<file path="src/rtl/mc_cpu_pkg.sv">
// mc_cpu_pkg -- shared definitions for the mc_cpu multi-cycle core.
//
// Contents:
//   - instruction width, register count and instruction field positions
//   - instr_t: packed view of a 16-bit instruction word
//   - opcode constants OP_NOP..OP_HALT
//   - branch-condition codes carried in the rd field of BR
//   - FSM state encoding
//   - is_alu_op(): true for the opcodes that go through the ALU and update flags
package mc_cpu_pkg;

  localparam int INSTR_W  = 16;
  localparam int NUM_REGS = 4;

  // Instruction field positions: [15:12] op, [11:10] rd, [9:8] rs, [7:0] imm
  localparam int OP_MSB  = 15;
  localparam int OP_LSB  = 12;
  localparam int RD_MSB  = 11;
  localparam int RD_LSB  = 10;
  localparam int RS_MSB  = 9;
  localparam int RS_LSB  = 8;
  localparam int IMM_MSB = 7;
  localparam int IMM_LSB = 0;

  typedef struct packed {
    logic [OP_MSB-OP_LSB:0]   op;
    logic [RD_MSB-RD_LSB:0]   rd;
    logic [RS_MSB-RS_LSB:0]   rs;
    logic [IMM_MSB-IMM_LSB:0] imm;
  } instr_t;

  // Opcodes
  localparam logic [3:0] OP_NOP  = 4'h0;
  localparam logic [3:0] OP_ADD  = 4'h1;
  localparam logic [3:0] OP_SUB  = 4'h2;
  localparam logic [3:0] OP_AND  = 4'h3;
  localparam logic [3:0] OP_OR   = 4'h4;
  localparam logic [3:0] OP_XOR  = 4'h5;
  localparam logic [3:0] OP_SHL  = 4'h6;
  localparam logic [3:0] OP_SHR  = 4'h7;
  localparam logic [3:0] OP_LDI  = 4'h8;
  localparam logic [3:0] OP_LD   = 4'h9;
  localparam logic [3:0] OP_ST   = 4'hA;
  localparam logic [3:0] OP_IN   = 4'hB;
  localparam logic [3:0] OP_OUT  = 4'hC;
  localparam logic [3:0] OP_BR   = 4'hD;
  localparam logic [3:0] OP_RET  = 4'hE;
  localparam logic [3:0] OP_HALT = 4'hF;

  // Branch conditions (rd field of a BR instruction)
  localparam logic [1:0] BR_ALWAYS = 2'd0;
  localparam logic [1:0] BR_Z      = 2'd1;
  localparam logic [1:0] BR_N      = 2'd2;
  localparam logic [1:0] BR_CALL   = 2'd3;

  // FSM states
  localparam logic [2:0] ST_FETCH    = 3'd0;
  localparam logic [2:0] ST_EXEC     = 3'd1;
  localparam logic [2:0] ST_MEM      = 3'd2;
  localparam logic [2:0] ST_IN_WAIT  = 3'd3;
  localparam logic [2:0] ST_OUT_WAIT = 3'd4;
  localparam logic [2:0] ST_HALT     = 3'd5;

  // ALU-class opcodes are the only ones that write the N/Z flags
  function automatic logic is_alu_op(input logic [3:0] op);
    return (op >= OP_ADD) && (op <= OP_SHR);
  endfunction

endpackage

</file>
<file path="src/rtl/mc_alu.sv">
// mc_alu -- combinational ALU for the mc_cpu core.
//
// Ports:
//   op     in  4       opcode (only OP_ADD..OP_SHR produce a result; others give 0)
//   a      in  DATA_W  first operand (rd)
//   b      in  DATA_W  second operand (rs); ignored by the shifts
//   result out DATA_W  result, modulo 2^DATA_W
//   z      out 1       result == 0
//   n      out 1       result MSB
module mc_alu
  import mc_cpu_pkg::*;
#(
  parameter int DATA_W = 8
) (
  input  logic [3:0]        op,
  input  logic [DATA_W-1:0] a,
  input  logic [DATA_W-1:0] b,
  output logic [DATA_W-1:0] result,
  output logic              z,
  output logic              n
);

  // Carry out of ADD/SUB is deliberately dropped: the ISA has no carry flag.
  always_comb begin
    result = '0;
    case (op)
      OP_ADD:  result = a + b;
      OP_SUB:  result = a - b;
      OP_AND:  result = a & b;
      OP_OR:   result = a | b;
      OP_XOR:  result = a ^ b;
      OP_SHL:  result = {a[DATA_W-2:0], 1'b0};
      OP_SHR:  result = {1'b0, a[DATA_W-1:1]};
      default: result = '0;
    endcase
  end

  assign z = (result == '0);
  assign n = result[DATA_W-1];

endmodule

</file>
<file path="src/rtl/mc_cpu.sv">
// mc_cpu -- parametrised multi-cycle CPU core with four registers, a
// synchronous data memory and valid/ready handshaked input/output ports.
//
// Parameters:
//   DATA_W      register / ALU / memory / port width (8..32)
//   DMEM_DEPTH  data-memory words (2..256); address is the low bits of imm
//   PC_W        program-counter width; pc wraps modulo 2^PC_W
//
// Ports:
//   clk           in  1       clock, rising edge
//   rst_n         in  1       asynchronous active-low reset
//   imem_addr     out PC_W    instruction address (= pc)
//   imem_data     in  16      instruction word, sampled at the end of FETCH
//   in_data       in  DATA_W  input-port data
//   in_valid      in  1       in_data valid
//   in_ready      out 1       core waiting in IN_WAIT
//   out_data      out DATA_W  output-port data, stable while out_valid=1
//   out_valid     out 1       core waiting in OUT_WAIT
//   out_ready     in  1       consumer accepts out_data
//   halted        out 1       core is in HALT
//   flags         out 2       {N, Z}
//
// Optional build macro MC_CPU_PERF_EN adds:
//   retired       out 32      completed-instruction count (HALT counts once)
//   stall_cycles  out 32      IN_WAIT / OUT_WAIT cycles without a handshake
module mc_cpu
  import mc_cpu_pkg::*;
#(
  parameter int DATA_W     = 8,
  parameter int DMEM_DEPTH = 256,
  parameter int PC_W       = 8
) (
  input  logic               clk,
  input  logic               rst_n,
  output logic [PC_W-1:0]    imem_addr,
  input  logic [INSTR_W-1:0] imem_data,
  input  logic [DATA_W-1:0]  in_data,
  input  logic               in_valid,
  output logic               in_ready,
  output logic [DATA_W-1:0]  out_data,
  output logic               out_valid,
  input  logic               out_ready,
  output logic               halted,
  output logic [1:0]         flags
`ifdef MC_CPU_PERF_EN
  ,
  output logic [31:0]        retired,
  output logic [31:0]        stall_cycles
`endif
);

  localparam int DMEM_AW = (DMEM_DEPTH > 1) ? $clog2(DMEM_DEPTH) : 1;

  logic [2:0]          state;
  logic [PC_W-1:0]     pc;
  logic [PC_W-1:0]     lr;
  logic [PC_W-1:0]     pc_inc;
  logic [PC_W-1:0]     br_target;
  logic [INSTR_W-1:0]  ir;
  instr_t              ins;
  logic [DATA_W-1:0]   regs [NUM_REGS];
  logic [DATA_W-1:0]   dmem [DMEM_DEPTH];
  logic [DATA_W-1:0]   mem_rdata;
  logic [DATA_W-1:0]   out_data_q;
  logic [DATA_W-1:0]   imm_ext;
  logic [DATA_W-1:0]   alu_result;
  logic [DMEM_AW-1:0]  dmem_addr;
  logic                flag_z;
  logic                flag_n;
  logic                alu_z;
  logic                alu_n;
  logic                br_taken;

  assign ins       = instr_t'(ir);
  assign imm_ext   = DATA_W'(ins.imm);
  // Upper imm bits are ignored when the memory is smaller than 256 words.
  assign dmem_addr = ins.imm[DMEM_AW-1:0];
  assign pc_inc    = pc + PC_W'(1);
  assign br_target = PC_W'(ins.imm);

  mc_alu #(
    .DATA_W (DATA_W)
  ) u_alu (
    .op     (ins.op),
    .a      (regs[ins.rd]),
    .b      (regs[ins.rs]),
    .result (alu_result),
    .z      (alu_z),
    .n      (alu_n)
  );

  // Branch condition uses the registered flags, never the ALU outputs.
  always_comb begin
    br_taken = 1'b0;
    case (ins.rd)
      BR_ALWAYS: br_taken = 1'b1;
      BR_Z:      br_taken = flag_z;
      BR_N:      br_taken = flag_n;
      BR_CALL:   br_taken = 1'b1;
      default:   br_taken = 1'b0;
    endcase
  end

  // Data memory has no reset so its contents survive a core reset.
  always_ff @(posedge clk) begin
    if (state == ST_EXEC && ins.op == OP_ST) begin
      dmem[dmem_addr] <= regs[ins.rd];
    end
    if (state == ST_EXEC && ins.op == OP_LD) begin
      mem_rdata <= dmem[dmem_addr];
    end
  end

  always_ff @(posedge clk or negedge rst_n) begin
    if (!rst_n) begin
      state      <= ST_FETCH;
      pc         <= '0;
      lr         <= '0;
      ir         <= '0;
      flag_z     <= 1'b0;
      flag_n     <= 1'b0;
      out_data_q <= '0;
      for (int i = 0; i < NUM_REGS; i++) begin
        regs[i] <= '0;
      end
    end else begin
      case (state)
        ST_FETCH: begin
          ir    <= imem_data;
          state <= ST_EXEC;
        end

        ST_EXEC: begin
          if (is_alu_op(ins.op)) begin
            regs[ins.rd] <= alu_result;
            flag_z       <= alu_z;
            flag_n       <= alu_n;
            pc           <= pc_inc;
            state        <= ST_FETCH;
          end else begin
            case (ins.op)
              OP_LDI: begin
                regs[ins.rd] <= imm_ext;
                pc           <= pc_inc;
                state        <= ST_FETCH;
              end
              OP_LD: begin
                state <= ST_MEM;
              end
              OP_IN: begin
                state <= ST_IN_WAIT;
              end
              // out_data is captured here and then frozen for the whole wait.
              OP_OUT: begin
                out_data_q <= regs[ins.rd];
                state      <= ST_OUT_WAIT;
              end
              OP_BR: begin
                pc <= br_taken ? br_target : pc_inc;
                if (ins.rd == BR_CALL) begin
                  lr <= pc_inc;
                end
                state <= ST_FETCH;
              end
              OP_RET: begin
                pc    <= lr;
                state <= ST_FETCH;
              end
              OP_HALT: begin
                state <= ST_HALT;
              end
              // NOP and ST (the memory write is in the data-memory block)
              default: begin
                pc    <= pc_inc;
                state <= ST_FETCH;
              end
            endcase
          end
        end

        ST_MEM: begin
          regs[ins.rd] <= mem_rdata;
          pc           <= pc_inc;
          state        <= ST_FETCH;
        end

        ST_IN_WAIT: begin
          if (in_valid) begin
            regs[ins.rd] <= in_data;
            pc           <= pc_inc;
            state        <= ST_FETCH;
          end
        end

        ST_OUT_WAIT: begin
          if (out_ready) begin
            pc    <= pc_inc;
            state <= ST_FETCH;
          end
        end

        ST_HALT: begin
          state <= ST_HALT;
        end

        default: begin
          state <= ST_FETCH;
        end
      endcase
    end
  end

  // Handshake outputs are pure state decode so neither side can form a
  // combinational loop through the partner's valid/ready.
  assign in_ready  = (state == ST_IN_WAIT);
  assign out_valid = (state == ST_OUT_WAIT);
  assign halted    = (state == ST_HALT);
  assign out_data  = out_data_q;
  assign imem_addr = pc;
  assign flags     = {flag_n, flag_z};

`ifdef MC_CPU_PERF_EN
  logic retire_evt;
  logic stall_evt;

  // An EXEC that does not go on to MEM/IN_WAIT/OUT_WAIT either returns to
  // FETCH or enters HALT; both count as one retirement.
  assign retire_evt = ((state == ST_EXEC) && (ins.op != OP_LD) &&
                       (ins.op != OP_IN) && (ins.op != OP_OUT)) ||
                      (state == ST_MEM) ||
                      ((state == ST_IN_WAIT) && in_valid) ||
                      ((state == ST_OUT_WAIT) && out_ready);

  assign stall_evt  = ((state == ST_IN_WAIT) && !in_valid) ||
                      ((state == ST_OUT_WAIT) && !out_ready);

  always_ff @(posedge clk or negedge rst_n) begin
    if (!rst_n) begin
      retired      <= '0;
      stall_cycles <= '0;
    end else begin
      if (retire_evt) begin
        retired <= retired + 32'd1;
      end
      if (stall_evt) begin
        stall_cycles <= stall_cycles + 32'd1;
      end
    end
  end
`endif

endmodule

</file>
<file path="config.mk">
export PLATFORM = sky130hd
export DESIGN_NAME = mc_cpu
export DESIGN_NICKNAME = d
export VERILOG_FILES = /design/src/rtl/mc_cpu_pkg.sv /design/src/rtl/mc_alu.sv /design/src/rtl/mc_cpu.sv
export SDC_FILE = /design/constraint.sdc
export NUM_CORES = 2
export LEC_CHECK = 0
export BUFFER_PORTS_ARGS = -buffer_cell sky130_fd_sc_hd__buf_2
export CAP_MARGIN = 20
export CORE_MARGIN = 2
export CORE_UTILIZATION = 50
export CTS_BUF_LIST = sky130_fd_sc_hd__clkbuf_8
export DETAILED_ROUTE_END_ITERATION = 10
export GPL_TIMING_DRIVEN = 1
export PLACE_DENSITY_LB_ADDON = 0.1
export SKIP_LAST_GASP = 1
export SYNTH_ARGS = -nofsm -noshare
export SYNTH_HDL_FRONTEND = slang
export SYNTH_SLANG_ARGS = --single-unit
</file>
<file path="constraint.sdc">
create_clock -name clk -period 5.3 [get_ports clk]
set_input_delay 0.53 -clock clk [delete_from_list [all_inputs] [get_ports clk]]
set_output_delay 0.53 -clock clk [all_outputs]
set_load 0.005 [all_outputs]
</file>
==> summary.md <==
| Metric | Value |
|---|---|
| Outcome | `completed` |
| Post-synth EDFFs | `2056` |
| Num Clock Sinks | `2133` |
| 1st-iter DRT viols | `4643` |
| Post-synthesis simple-gate area fraction | `2.633%` |
| CTS tree | `built` |
| Worst reg2reg path depth | `8` |
| DRT Pass-1 Iters | `6` |
| Die ar. | `0.1722 mm^2` |
| Via density | `6.161` |
| Port bufs | `48` |
| Routed len/inst | `32.00 um` |
| Critical Path AT | `5040 ps` |
| Fin nets | `4294` |
| CP Launch Type | `flip-flop` |
| Starting Density | `50.44%` |
| Power Internal | `37540 uW` |
| I/O pin count | `49` |
| Reg clk slew, reported paths | `60 ps` |
| Critical Path Sink Type | `flip-flop` |
| Register area | `0.06368 mm^2` |
| Post-DP HPWL | `131000 um` |
| Synth Area in Compound Gates | `1.568%` |
| Hold Vio Cnt, Final | `0` |
| YS warnings | `0` |
| Synth Cell Area | `0.08443 mm^2` |
| Area grow syn2layout | `11.77%` |
| Sequential cell fraction of total power | `41.4%` |
| Cts hold-fix bufs | `21` |
| CTS Buffer Depth | `4` |
| Clock skew | `79.36 ps` |
| Vias in the first global route | `42060` |
| Synth top area cells | `edfxtp_1 (73%), mux4_2 (17%), dfrtp_1 (2.3%)` |
| GRT Util Overall | `25.17%` |
| Setup TNS | `0 ps` |
| Yosys top cell by area | `edfxtp_1` |
| Clk pwr share | `23.0%` |
| Switch Pwr | `20490 uW` |
| Adder and majority gate portion of the synthesized area | `0.4534%` |
| Yosys top cell area share | `73.12%` |
| Final setup fails | `0` |
| GP Congestion | `0.8473` |
| Post-Synth XOR/XNOR Area | `0.1867%` |
| Share of post-route cells with drive strength above 1 | `29.99%` |
| Largest net degree at the start of global routing | `194` |
| Via count | `41370` |
| Clk root buf | `clkbuf_8` |
| Final Max Tran Viols | `0` |
| Hold path start | `imem_data[11]` |
| Post-route ant nets | `0` |
| Leading cell type by number of instances after synthesis | `edfxtp_1` |
| Fmax | `232.0 MHz` |
| Area of the multi-input gates | `0.01965 mm^2` |
| Peak supply drop | `967.6 uV` |
| Chip Height | `414.9 um` |
| DIE WIDTH | `414.9 um` |
| Least-Margin Pin Slew | `1136 ps` |
| Post-CTS resize count | `0` |
| Filler cells | `12590` |
| Core box area | `0.1674 mm^2` |
| Residual DRC | `0` |
| R2R Path Start | `ins[0]` |
| Final period util | `81.32%` |
| Setup Crit Path Kind | `flip-flop to flip-flop` |
| Gate power share | `35.6%` |
| Synth cell types | `64` |
| Global-route wire length before repair | `310000 um` |
| Worst Path Required | `6030 ps` |
| Tightest Hold Check Type | `primary input to flip-flop` |
| Ys async rst share | `3.610%` |
| Sequential area share after synthesis | `75.40%` |
| Setup repair bufs after CTS | `0` |
| Gr ovfl total | `0` |
| Synthesized instance count | `3887` |
| FF+latch count, synth | `2133` |
| Endpoint, Worst Hold | `ins[11]` |
| Avg Cell Area, Syn | `21.72 um^2` |
| RR Endpoint | `mem_rdata[1]` |
| H-Tree Level Count | `5` |
| Hold_ws | `261.0 ps` |
| Mux contribution to synthesized area | `18.34%` |
| Post-synth top cells | `edfxtp_1 (2056), mux4_2 (652), nor2_1 (306), clkbuf_1 (134), nand2_1 (89)` |
| Initial antenna violation count | `9` |
| WL final | `214900 um` |
| Min-Delay Path Depth | `4` |
| # rows | `150` |
| P_leak | `0.03024 uW` |
| Final min period | `4310 ps` |
| Crit Path Max Fanout | `29` |
| Syn_nets | `3945` |
| Reg-to-reg slack, setup | `990 ps` |
| Max-cap violation count | `0` |
| Worst skew pair latency | `1020 ps` |
| Pwr Density | `614.8 mW/mm^2` |
| Unrepaired setup endpoints after global routing | `no` |
| Slew headroom | `23.99%` |
| Ys flop type | `edfxtp_1` |
| Main combinational cell family by area after synthesis | `multiplexers` |
| Sw Ratio | `35.31%` |
| Cts bufs inserted | `359` |
## registers in the layout, summed over array words and instances (netlist names), named ones only
signal     cells
flag_z         1
out_data       8
lr             8
imem_addr      8
state          3
dmem        2048
flag_n         1
ins           16
mem_rdata      8
## critical path, stage by stage (launching register included)
cell and delay, ps:
dfrtp_4 790, buf_12 330, buf_12 250, buf_4 350, mux4_2 600, mux4_2 500
a22o_1 280, o21ai_0 710, nand3_1 160
## worst max-delay path by stage
| stage | start | end |
|---|---|---|
| 2_1_floorplan | ins[10] | flip-flop |
| 3_3_place_gp | ins[0] | mem_rdata[1] |
| 3_5_place_dp | ins[0] | mem_rdata[1] |
| 4_1_cts | ins[0] | mem_rdata[1] |
| 5_1_grt | ins[0] | mem_rdata[1] |
| 6_report | ins[0] | mem_rdata[1] |
## cell usage in the layout (no fill, tap or decap), types with 30 or more instances in the layout
cell type / count
buf_4: 138
mux4_2: 644
dfrtp_1: 70
nand3_1: 30
clkbuf_8: 367
o21ai_0: 43
clkinv_2: 38
mux2_2: 51
a22oi_1: 33
buf_2: 47
nand2_1: 81
edfxtp_1: 2056
a21oi_1: 35
clkinv_1: 94
nor2_1: 304
inv_1: 145
## kinds of logic (layout without fill, tap and decap cells)
logic type      count (synthesis)  count (layout)
buf+inv                       261             882
mux                           726             726
other cells                     0               3
fa+ha+maj                      30              30
compound gates                197             197
xor+xnor                       18              18
flops                        2133            2133
simple gates                  522             522
## power by group through the flow
stage / Clock [uW] / Sequential, uW / Combinational (uW)
2_1_floorplan: 0 / 24200 / 12900
3_3_place_gp: 0 / 24300 / 20500
3_5_place_dp: 0 / 24400 / 20900
4_1_cts: 13700 / 24000 / 20900
5_1_grt: 14400 / 24100 / 21900
6_report: 13400 / 24000 / 20600
## layout make-up
cell class / count / share of cell area (%)
Antenna cell: 3 / 0.007955
Clock buffer: 367 / 5.352
Clock inverter: 266 / 1.415
Inverter: 28 / 0.1114
Multi-Input combinational cell: 1493 / 20.82
Sequential cell: 2133 / 67.48
Tap cell: 2204 / 2.922
Timing Repair Buffer: 221 / 1.893
## per-stage QoR
step	util, %	power (uW)	std cells	setup slack (ps)	cell area [um^2]
after CTS	56.37	58540	6712	947.9	94370
final	56.37	58020	6715	990.1	94380
after detailed placement	52.42	45210	6058	985.6	87760
after global placement	52.41	44880	6057	1038	87750
after floorplan	-	37110	3887	500.3	84430
after global routing	56.37	60290	6713	869.1	94370
## layer usage
layer | wire length, um | track usage, % | vias up | share of wire (%)
met2 | 102700 | 39.18 | 1748 | 48
met3 | 15580 | 4.764 | 396 | 7.3
li1 | - | - | 17000 | -
met5 | 61 | 0 | - | 0.028
met1 | 90320 | 36.47 | 22220 | 42
met4 | 6232 | 7.924 | 8 | 2.9
(Power assumes the default switching activity.)
